`src/rtl/lcd1602_bus_driver.sv`:
```
// rtl/lcd1602_bus_driver.sv - LCD1602 (HD44780) write-cycle driver behind the iCall/oDone handshake
//
// Purpose: accepts one byte plus RS per request, plays it onto the LCD pins as a
// timed write cycle (setup, EN pulse, hold), waits out the controller's execution
// time, then pulses oDone for one cycle.
//
// Optional feature macro: LCD1602_BUSY_POLL_EN
//   undefined : LCD1602_D is an output, LCD1602_RW is tied 0, post-write wait is a fixed delay
//   defined   : LCD1602_D is inout, post-write wait is a busy-flag poll capped at T_LONG_CYC
//
// Ports:
//   CLOCK       in   1  system clock
//   RST         in   1  synchronous active-high reset
//   iCall       in   1  request, held by requester until oDone is seen
//   iRS         in   1  0 = instruction, 1 = data (captured with iDATA)
//   iDATA       in   8  byte to write (captured on accept)
//   oDone       out  1  one-cycle pulse when the LCD can take the next byte
//   oReady      out  1  high once the power-up wait has elapsed
//   LCD1602_RS  out  1  register select
//   LCD1602_RW  out  1  0 = write, 1 = read
//   LCD1602_EN  out  1  enable strobe
//   LCD1602_D   out  8  data bus (inout with LCD1602_BUSY_POLL_EN)

module lcd1602_bus_driver #(
    parameter int T_POWERUP_CYC = 750000,
    parameter int T_SETUP_CYC   = 4,
    parameter int T_EN_CYC      = 25,
    parameter int T_HOLD_CYC    = 4,
    parameter int T_EXEC_CYC    = 2500,
    parameter int T_LONG_CYC    = 100000
) (
    input  logic       CLOCK,
    input  logic       RST,
    input  logic       iCall,
    input  logic       iRS,
    input  logic [7:0] iDATA,
    output logic       oDone,
    output logic       oReady,
    output logic       LCD1602_RS,
    output logic       LCD1602_RW,
    output logic       LCD1602_EN,
`ifdef LCD1602_BUSY_POLL_EN
    inout  wire  [7:0] LCD1602_D
`else
    output logic [7:0] LCD1602_D
`endif
);

    localparam int M1      = (T_POWERUP_CYC > T_LONG_CYC) ? T_POWERUP_CYC : T_LONG_CYC;
    localparam int M2      = (M1 > T_EXEC_CYC) ? M1 : T_EXEC_CYC;
    localparam int M3      = (M2 > T_EN_CYC) ? M2 : T_EN_CYC;
    localparam int M4      = (M3 > T_SETUP_CYC) ? M3 : T_SETUP_CYC;
    localparam int CNT_MAX = (M4 > T_HOLD_CYC) ? M4 : T_HOLD_CYC;
    localparam int CW      = $clog2(CNT_MAX + 1);

    localparam logic [CW-1:0] PWR_LAST = CW'(T_POWERUP_CYC - 1);
    localparam logic [CW-1:0] LD_SETUP = CW'(T_SETUP_CYC - 1);
    localparam logic [CW-1:0] LD_EN    = CW'(T_EN_CYC - 1);
    localparam logic [CW-1:0] LD_HOLD  = CW'(T_HOLD_CYC - 1);
    localparam logic [CW-1:0] LD_EXEC  = CW'(T_EXEC_CYC - 1);
    localparam logic [CW-1:0] LD_LONG  = CW'(T_LONG_CYC - 1);
    localparam logic [CW-1:0] CNT_ONE  = CW'(1);

    typedef enum logic [3:0] {
        S_PWRUP,
        S_IDLE,
        S_SETUP,
        S_PULSE,
        S_HOLD,
        S_WAIT,
        S_DONE,
        S_POLL_SETUP,
        S_POLL_PULSE,
        S_POLL_HOLD
    } state_t;

    state_t        state_q, state_d;
    logic [CW-1:0] cnt_q, cnt_d;
    logic          done_q, done_d;
    logic          ready_q, ready_d;
    logic          rs_q, rs_d;
    logic          en_q, en_d;
    logic [7:0]    dout_q, dout_d;
    logic          is_long;

`ifdef LCD1602_BUSY_POLL_EN
    logic          rw_q, rw_d;
    logic          drive_q, drive_d;
    logic          bf_q, bf_d;
    logic [CW-1:0] poll_q, poll_d;
`endif

    // The bus registers still hold the accepted request during HOLD, so they
    // double as the latch used to pick the long (clear/home) wait.
    assign is_long = !rs_q && (dout_q == 8'h01 || dout_q == 8'h02 || dout_q == 8'h03);

    always_comb begin
        state_d = state_q;
        cnt_d   = cnt_q;
        done_d  = 1'b0;
        ready_d = ready_q;
        rs_d    = rs_q;
        en_d    = en_q;
        dout_d  = dout_q;
`ifdef LCD1602_BUSY_POLL_EN
        rw_d    = rw_q;
        drive_d = drive_q;
        bf_d    = bf_q;
        poll_d  = poll_q;
`endif
        case (state_q)
            // Reset clears the counter, so power-up counts upward to its limit.
            S_PWRUP: begin
                if (cnt_q == PWR_LAST) begin
                    state_d = S_IDLE;
                    cnt_d   = '0;
                    ready_d = 1'b1;
                end else begin
                    cnt_d = cnt_q + CNT_ONE;
                end
            end
            S_IDLE: begin
                if (iCall) begin
                    state_d = S_SETUP;
                    cnt_d   = LD_SETUP;
                    rs_d    = iRS;
                    dout_d  = iDATA;
                    en_d    = 1'b0;
`ifdef LCD1602_BUSY_POLL_EN
                    rw_d    = 1'b0;
                    drive_d = 1'b1;
`endif
                end
            end
            S_SETUP: begin
                if (cnt_q == '0) begin
                    state_d = S_PULSE;
                    cnt_d   = LD_EN;
                    en_d    = 1'b1;
                end else begin
                    cnt_d = cnt_q - CNT_ONE;
                end
            end
            S_PULSE: begin
                if (cnt_q == '0) begin
                    state_d = S_HOLD;
                    cnt_d   = LD_HOLD;
                    en_d    = 1'b0;
                end else begin
                    cnt_d = cnt_q - CNT_ONE;
                end
            end
            S_HOLD: begin
                if (cnt_q == '0) begin
`ifdef LCD1602_BUSY_POLL_EN
                    state_d = S_POLL_SETUP;
                    cnt_d   = LD_SETUP;
                    poll_d  = LD_LONG;
                    rs_d    = 1'b0;
                    rw_d    = 1'b1;
                    drive_d = 1'b0;
`else
                    state_d = S_WAIT;
                    cnt_d   = is_long ? LD_LONG : LD_EXEC;
`endif
                end else begin
                    cnt_d = cnt_q - CNT_ONE;
                end
            end
            S_WAIT: begin
                if (cnt_q == '0) begin
                    state_d = S_DONE;
                    done_d  = 1'b1;
                end else begin
                    cnt_d = cnt_q - CNT_ONE;
                end
            end
            S_DONE: begin
                state_d = S_IDLE;
            end
`ifdef LCD1602_BUSY_POLL_EN
            // poll_q counts every cycle spent polling; reaching zero ends the
            // wait no matter where in the read cycle we are.
            S_POLL_SETUP, S_POLL_PULSE, S_POLL_HOLD: begin
                if (poll_q == '0) begin
                    state_d = S_DONE;
                    done_d  = 1'b1;
                    en_d    = 1'b0;
                end else begin
                    poll_d = poll_q - CNT_ONE;
                    if (cnt_q != '0) begin
                        cnt_d = cnt_q - CNT_ONE;
                    end else if (state_q == S_POLL_SETUP) begin
                        state_d = S_POLL_PULSE;
                        cnt_d   = LD_EN;
                        en_d    = 1'b1;
                    end else if (state_q == S_POLL_PULSE) begin
                        state_d = S_POLL_HOLD;
                        cnt_d   = LD_HOLD;
                        en_d    = 1'b0;
                        bf_d    = LCD1602_D[7];
                    end else if (bf_q) begin
                        state_d = S_POLL_SETUP;
                        cnt_d   = LD_SETUP;
                    end else begin
                        state_d = S_DONE;
                        done_d  = 1'b1;
                    end
                end
            end
`endif
            default: begin
                state_d = S_PWRUP;
                cnt_d   = '0;
            end
        endcase
    end

    always_ff @(posedge CLOCK) begin
        if (RST) begin
            state_q <= S_PWRUP;
            cnt_q   <= '0;
            done_q  <= 1'b0;
            ready_q <= 1'b0;
            rs_q    <= 1'b0;
            en_q    <= 1'b0;
            dout_q  <= 8'h00;
`ifdef LCD1602_BUSY_POLL_EN
            rw_q    <= 1'b0;
            drive_q <= 1'b1;
            bf_q    <= 1'b0;
            poll_q  <= '0;
`endif
        end else begin
            state_q <= state_d;
            cnt_q   <= cnt_d;
            done_q  <= done_d;
            ready_q <= ready_d;
            rs_q    <= rs_d;
            en_q    <= en_d;
            dout_q  <= dout_d;
`ifdef LCD1602_BUSY_POLL_EN
            rw_q    <= rw_d;
            drive_q <= drive_d;
            bf_q    <= bf_d;
            poll_q  <= poll_d;
`endif
        end
    end

    assign oDone      = done_q;
    assign oReady     = ready_q;
    assign LCD1602_RS = rs_q;
    assign LCD1602_EN = en_q;
`ifdef LCD1602_BUSY_POLL_EN
    assign LCD1602_RW = rw_q;
    assign LCD1602_D  = drive_q ? dout_q : 8'hzz;
`else
    assign LCD1602_RW = 1'b0;
    assign LCD1602_D  = dout_q;
`endif

endmodule

```
`config.mk`:
```
export PLATFORM = sky130hd
export DESIGN_NAME = lcd1602_bus_driver
export DESIGN_NICKNAME = d
export VERILOG_FILES = /design/src/rtl/lcd1602_bus_driver.sv
export SDC_FILE = /design/constraint.sdc
export NUM_CORES = 1
export LEC_CHECK = 0
export ABC_AREA = 0
export BUFFER_PORTS_ARGS = -buffer_cell sky130_fd_sc_hd__buf_2
export CAP_MARGIN = 20
export CORE_ASPECT_RATIO = 0.7
export CORE_UTILIZATION = 26
export CTS_CLUSTER_SIZE = 14
export DETAILED_ROUTE_END_ITERATION = 8
export HOLD_SLACK_MARGIN = 0.06
export SLEW_MARGIN = 40
export SYNTH_ARGS = -nofsm -noshare
export SYNTH_HDL_FRONTEND = slang
export SYNTH_SLANG_ARGS = --single-unit
```
`constraint.sdc`:
```
create_clock -name CLOCK -period 5.05 [get_ports CLOCK]
set_input_delay 0.505 -clock CLOCK [delete_from_list [all_inputs] [get_ports CLOCK]]
set_output_delay 0.505 -clock CLOCK [all_outputs]
set_load 0.05 [all_outputs]
```
Yosys cells after proc, flatten, opt, wreduce, memory -nomap -nowiden
Cells that the tools add are included.
- register bits after elaboration: 36
- $add $sub $neg: 2
- eq/ne operators: 17
- mux-type cells: 20
- bitwise operators: 2
- reduce and logical (&&, ||, !) cells: 13
- operators by type and width (kind ; number):
    one-hot mux 20 bit (7 select lines) ; 1
    two-way mux 20 bit ; 6
    one-hot mux 4 bit (7 select lines) ; 1
    two-way mux 4 bit ; 6
    adder 20 x 1 -> 20 bit (second input constant) ; 1
    == test 20 bit (second input constant) ; 1
    logical NOT 20 bit ; 1
    subtractor 20 x 1 -> 20 bit (second input constant) ; 1
    two-way mux 17 bit ; 1
    == test 8 x 2 -> 1 bit (second input constant) ; 2
    inequality test 2 bit (second input constant) ; 7
    == test 4 x 3 -> 1 bit (second input constant) ; 3
    == test 4 x 2 -> 1 bit (second input constant) ; 2
    == test 8 x 1 -> 1 bit (second input constant) ; 1
    AND reduction 6 bit ; 1
    == test 4 x 1 -> 1 bit (second input constant) ; 1
    logical NOT 4 bit ; 1
    two-way mux 1 bit ; 4
    AND reduction 2 bit ; 2
    AND reduction 4 bit ; 1
    one-hot mux 1 bit (3 select lines) ; 1
    AND reduction 3 bit ; 1
    nonzero test 3 bit ; 1
    logical OR 1 bit ; 2
    other kinds (4) ; 5

Depth between registers and ports, before layout
- depth in word-level cells: 7
- mapped depth: 8
- mapped depth without buffers: 8

Least setup slack after synthesis
No wires, ideal clock.
- kind: flip-flop to flip-flop
- start point: reg cnt_q[5]
- end point: reg cnt_q[1]
- setup time: 122 ps
- arrival time: 1996 ps
- data required time: 4928 ps
- path slack: 2932 ps
- cell stages (with the launch flop): 9
- buffers on the path: 2
- clock period less this slack: 2118 ps
- cells stage by stage: dfxtp_1 > buf_4 > nor4_4 > nand2_4 > o41ai_4 > or2b_2 > buf_6 > nor2_1 > a221o_1
- longest elaborated chain between the ends: 3
- elaborated cells between the ends (all ways): 9
- those cells by class: 2 x eq/ne; 5 x mux; 2 x reduce/logical
- RTL lines (item ; RTL line ; source):
    from (decl) ; 78 ; logic [CW-1:0] cnt_q, cnt_d;
    from (signal assigned) ; 236 ; cnt_q <= cnt_d;
    == test 20 bit or logical NOT 20 bit (tied branches) ; - ;
    two-way mux 20 bit, or another cell as far along ; 114 ; if (cnt_q == PWR_LAST) begin
    one-hot mux 20 bit (7 select lines) or AND reduction 3 bit (tied branches) ; - ;
Several ways; a longest one is shown, not always the timed one.
A chain may end at the register's enable or synchronous reset.

Worst setup path after layout
- start point: reg cnt_q[4]
- end point: reg cnt_q[5]
- longest elaborated chain between the ends: 3
- elaborated cells between the ends (all ways): 12
- those cells by class: 2 x add/sub; 2 x eq/ne; 6 x mux; 2 x reduce/logical
- RTL lines (item ; RTL line ; source):
    subtractor 20 x 1 -> 20 bit, or another cell as far along ; - ;
    two-way mux 20 bit, or another cell as far along ; 171 ; if (cnt_q == '0) begin
    one-hot mux 20 bit (7 select lines) or AND reduction 3 bit (tied branches) ; - ;
Several ways; a longest one is shown, not always the timed one. The select of a mux whose other input is x is not followed.

==> flow_summary.toml <==
[setup_path]
crit_required_ps = 5260
timing.rr.start = "cnt_q[4]$_SDFFE_PP0P_"
critical_path_arrival_ps = 2890
worst-path-max-fanout = 10
reg2reg_to = "cnt_q[5]$_SDFFE_PP0P_"
nature_of_the_critical_path_startpoint = "register"
element_type_at_the_critical_path_end = "register"
worst-r2r-setup-slack_ps = 2370
worst_reg2reg_path_length_in_cells = 7
path_class = "register to register"

[logic_synthesis]
post-synth-top-count-cell = "nand2_1"
postSynthRegisterBits = 35
synth_enable_flop_cells = 0
synth_cells = 374
netlist_area_um2 = 2720
netlist.top_cell.by_area = "dfxtp_1"
ys_warn_count = 0
synth-async-reset-ratio = 0
synth.distinct_cells = 63
seq_area_frac_synth = 0.257
synth_area_per_cell_um2 = 7.28
synth_top_flop_cell = "dfxtp_1"
synth.top_cells.by_count = "nand2_1 (48), dfxtp_1 (35), a21oi_1 (27), nor2_1 (25), nor3_1 (22)"
share_of_the_synthesized_area_in_the_top_cell_type = 0.257
netlist_top_cells_area = "dfxtp_1 (26%), nand2_1 (6.6%), a21oi_1 (5.0%)"
mapped_nets = 389

[route]
firstDrtPassIters = 6
avgRoutedWirePerCell_um = 17.3
routed-via-count = 2983
drt-total-wl_mm = 8.76
drc = 0
drt_first_iter_violations = 359
post_detailed_route_via_to_cell_ratio = 5.88
route.antenna.remaining_nets = 0

[sta]
final.setup_skew_ps = 6.47
final.min_clock_period_ps = 2680
drv_slew = 0
max-slew-margin-rel = 0.492
rsz0062_at_grt = "false"
setup_viol = 0
final_min_period_over_clock_period = 0.530
max_freq_mhz = 373
totalNegativeSetupSlack_ps = 0
worst-slew-pin-transition_ps = 760
timing.final.hold_violations = 0

[global_route]
gr-max-usage-layer = "met1"
first_global_vias = 2514
grt_first_pass_wirelength_mm = 13.8
grt_start_max_net_pins = 26
grt_use_met3 = 0.0489
grt-ovfl-total = 0
gr_usage_total = 0.157
gr-usage-met2 = 0.204
use_met1 = 0.246
grt_antenna_before_repair = 0

[cts]
cts_repair_resize_count = 0
cts_post_setup_buffers_inserted = 0
cts_tree = "yes"
clock-sinks = 35
cts_htree_levels = 2
clk_latency_ps = 280
worst_setup_hold_path_clk_slew_ps = 50
cts_root_buf = "clkbuf_16"
cts-root-to-sink-buffers = 2
cts_hold_buffers = 0
tritoncts.num_buffers = 5

[placed_design]
port_buffers = 23
detailedPlacementHpwl_mm = 6.38
gp_routability_congestion = 0.961

[min_path]
min_path_type = "primary input to register"
worstHoldEndpoint = "LCD1602_D[4]$_SDFFE_PP0P_"
min-delay-start = "iDATA[4]"
min_path_cells = 3

[run]
cap_violations = 0

[die]
num_io_pins = 25
fp-row-count = 30
placeableCoreArea_um2 = 9950
fp.dieArea_um2 = 10900
die_w_um = 124
die_height_um = 87.6
initial_utilization = 0.274

[power]
lkg_pwr_nw = 1.08
totalPowerFinal_mw = 0.701
worst_ir_drop_vdd_mv = 0.135
power_density_nw_per_um2 = 232

[layout]
layout.nets = 394
area_delta_synth_final_pct = 11.1
drive_gt1_frac = 0.127
filler_cell_count = 1088
count_of_antenna_diodes_in_the_layout = 0

[status]
status = "finished clean"
## flip-flops by register name (all words and copies together) (netlist names)
name	flops
cnt_q	20
LCD1602_RS	1
LCD1602_D	8
LCD1602_EN	1
oDone	1
state_q	3
oReady	1
## critical path, cell delays in order, from the launching register on
cell and delay [ps]:
dfxtp_1 440, nor4_4 550, and3_1 300, nand4_1 190
a21oi_1 550, buf_4 290, o21ai_0 100, a21oi_1 180
## worst max path at each step
stage | start | to | cells after the start
after floorplan | cnt_q[5]$_SDFFE_PP0P_ | cnt_q[1]$_SDFFE_PP0P_ | 8
after global placement | cnt_q[4]$_SDFFE_PP0P_ | cnt_q[5]$_SDFFE_PP0P_ | 7
after detailed placement | cnt_q[4]$_SDFFE_PP0P_ | cnt_q[5]$_SDFFE_PP0P_ | 7
after CTS | cnt_q[4]$_SDFFE_PP0P_ | cnt_q[5]$_SDFFE_PP0P_ | 7
after global routing | cnt_q[0]$_SDFFE_PP0P_ | cnt_q[16]$_SDFFE_PP0P_ | 8
final | cnt_q[4]$_SDFFE_PP0P_ | cnt_q[5]$_SDFFE_PP0P_ | 7
## routing by layer
metal	up-vias	part of all wire
li1	1412	-
met1	1379	0.49
met2	176	0.38
met3	16	0.12
met4	0	0.013
met5	-	0
## area by class of cell
type,count,area (um2),area share
multi-input cells,301,1850,0.611
flip-flops and latches,35,701,0.232
well taps,128,160,0.0529
clock buffers,6,139,0.0459
repair buffers,25,130,0.0430
inverters,11,41.3,0.0136
clock inverters,1,5.00,0.00165
## metrics by stage
step	hold slack, ps	cells	setup WS, ps	utilization	cell area (um2)
floorplan	509	374	2930	-	2720
global placement	450	500	2420	0.289	2880
detailed placement	458	500	2430	0.289	2880
CTS	459	507	2430	0.304	3020
global route	459	507	2210	0.304	3030
finish	460	507	2370	0.304	3030
## layout by cell type (no fill, tap or decap), drive strengths merged, types with 6 or more instances in the layout
master / instances
o31ai: 6
nor4: 9
nand2: 49
a21oi: 27
inv: 11
nor2: 25
o21ai: 23
buf: 25
and3: 13
or3: 7
nand3: 20
clkbuf: 6
nor3: 22
dfxtp: 35
## report_power, final
| group | leakage, nW | switching [mW] | internal (mW) |
|---|---|---|---|
| combinational | 0.728 | 0.0694 | 0.0348 |
| clock | 0.0727 | 0.118 | 0.193 |
| sequential | 0.282 | 0.00718 | 0.279 |
| total | 1.08 | 0.194 | 0.507 |
## kinds of logic after synthesis
| group | after synthesis | share of synthesized area |
|---|---|---|
| AND/OR/NAND/NOR | 183 | 0.367 |
| AO/OA/AOI/OAI | 105 | 0.265 |
| buffers and inverters | 38 | 0.0661 |
| flip-flops | 35 | 0.257 |
| XOR/XNOR | 8 | 0.0257 |
| adder cells (fa/ha/maj) | 3 | 0.0138 |
| other | 1 | 0.00138 |
| multiplexers | 1 | 0.00367 |
No activity file was read; power rests on OpenSTA's default activity.
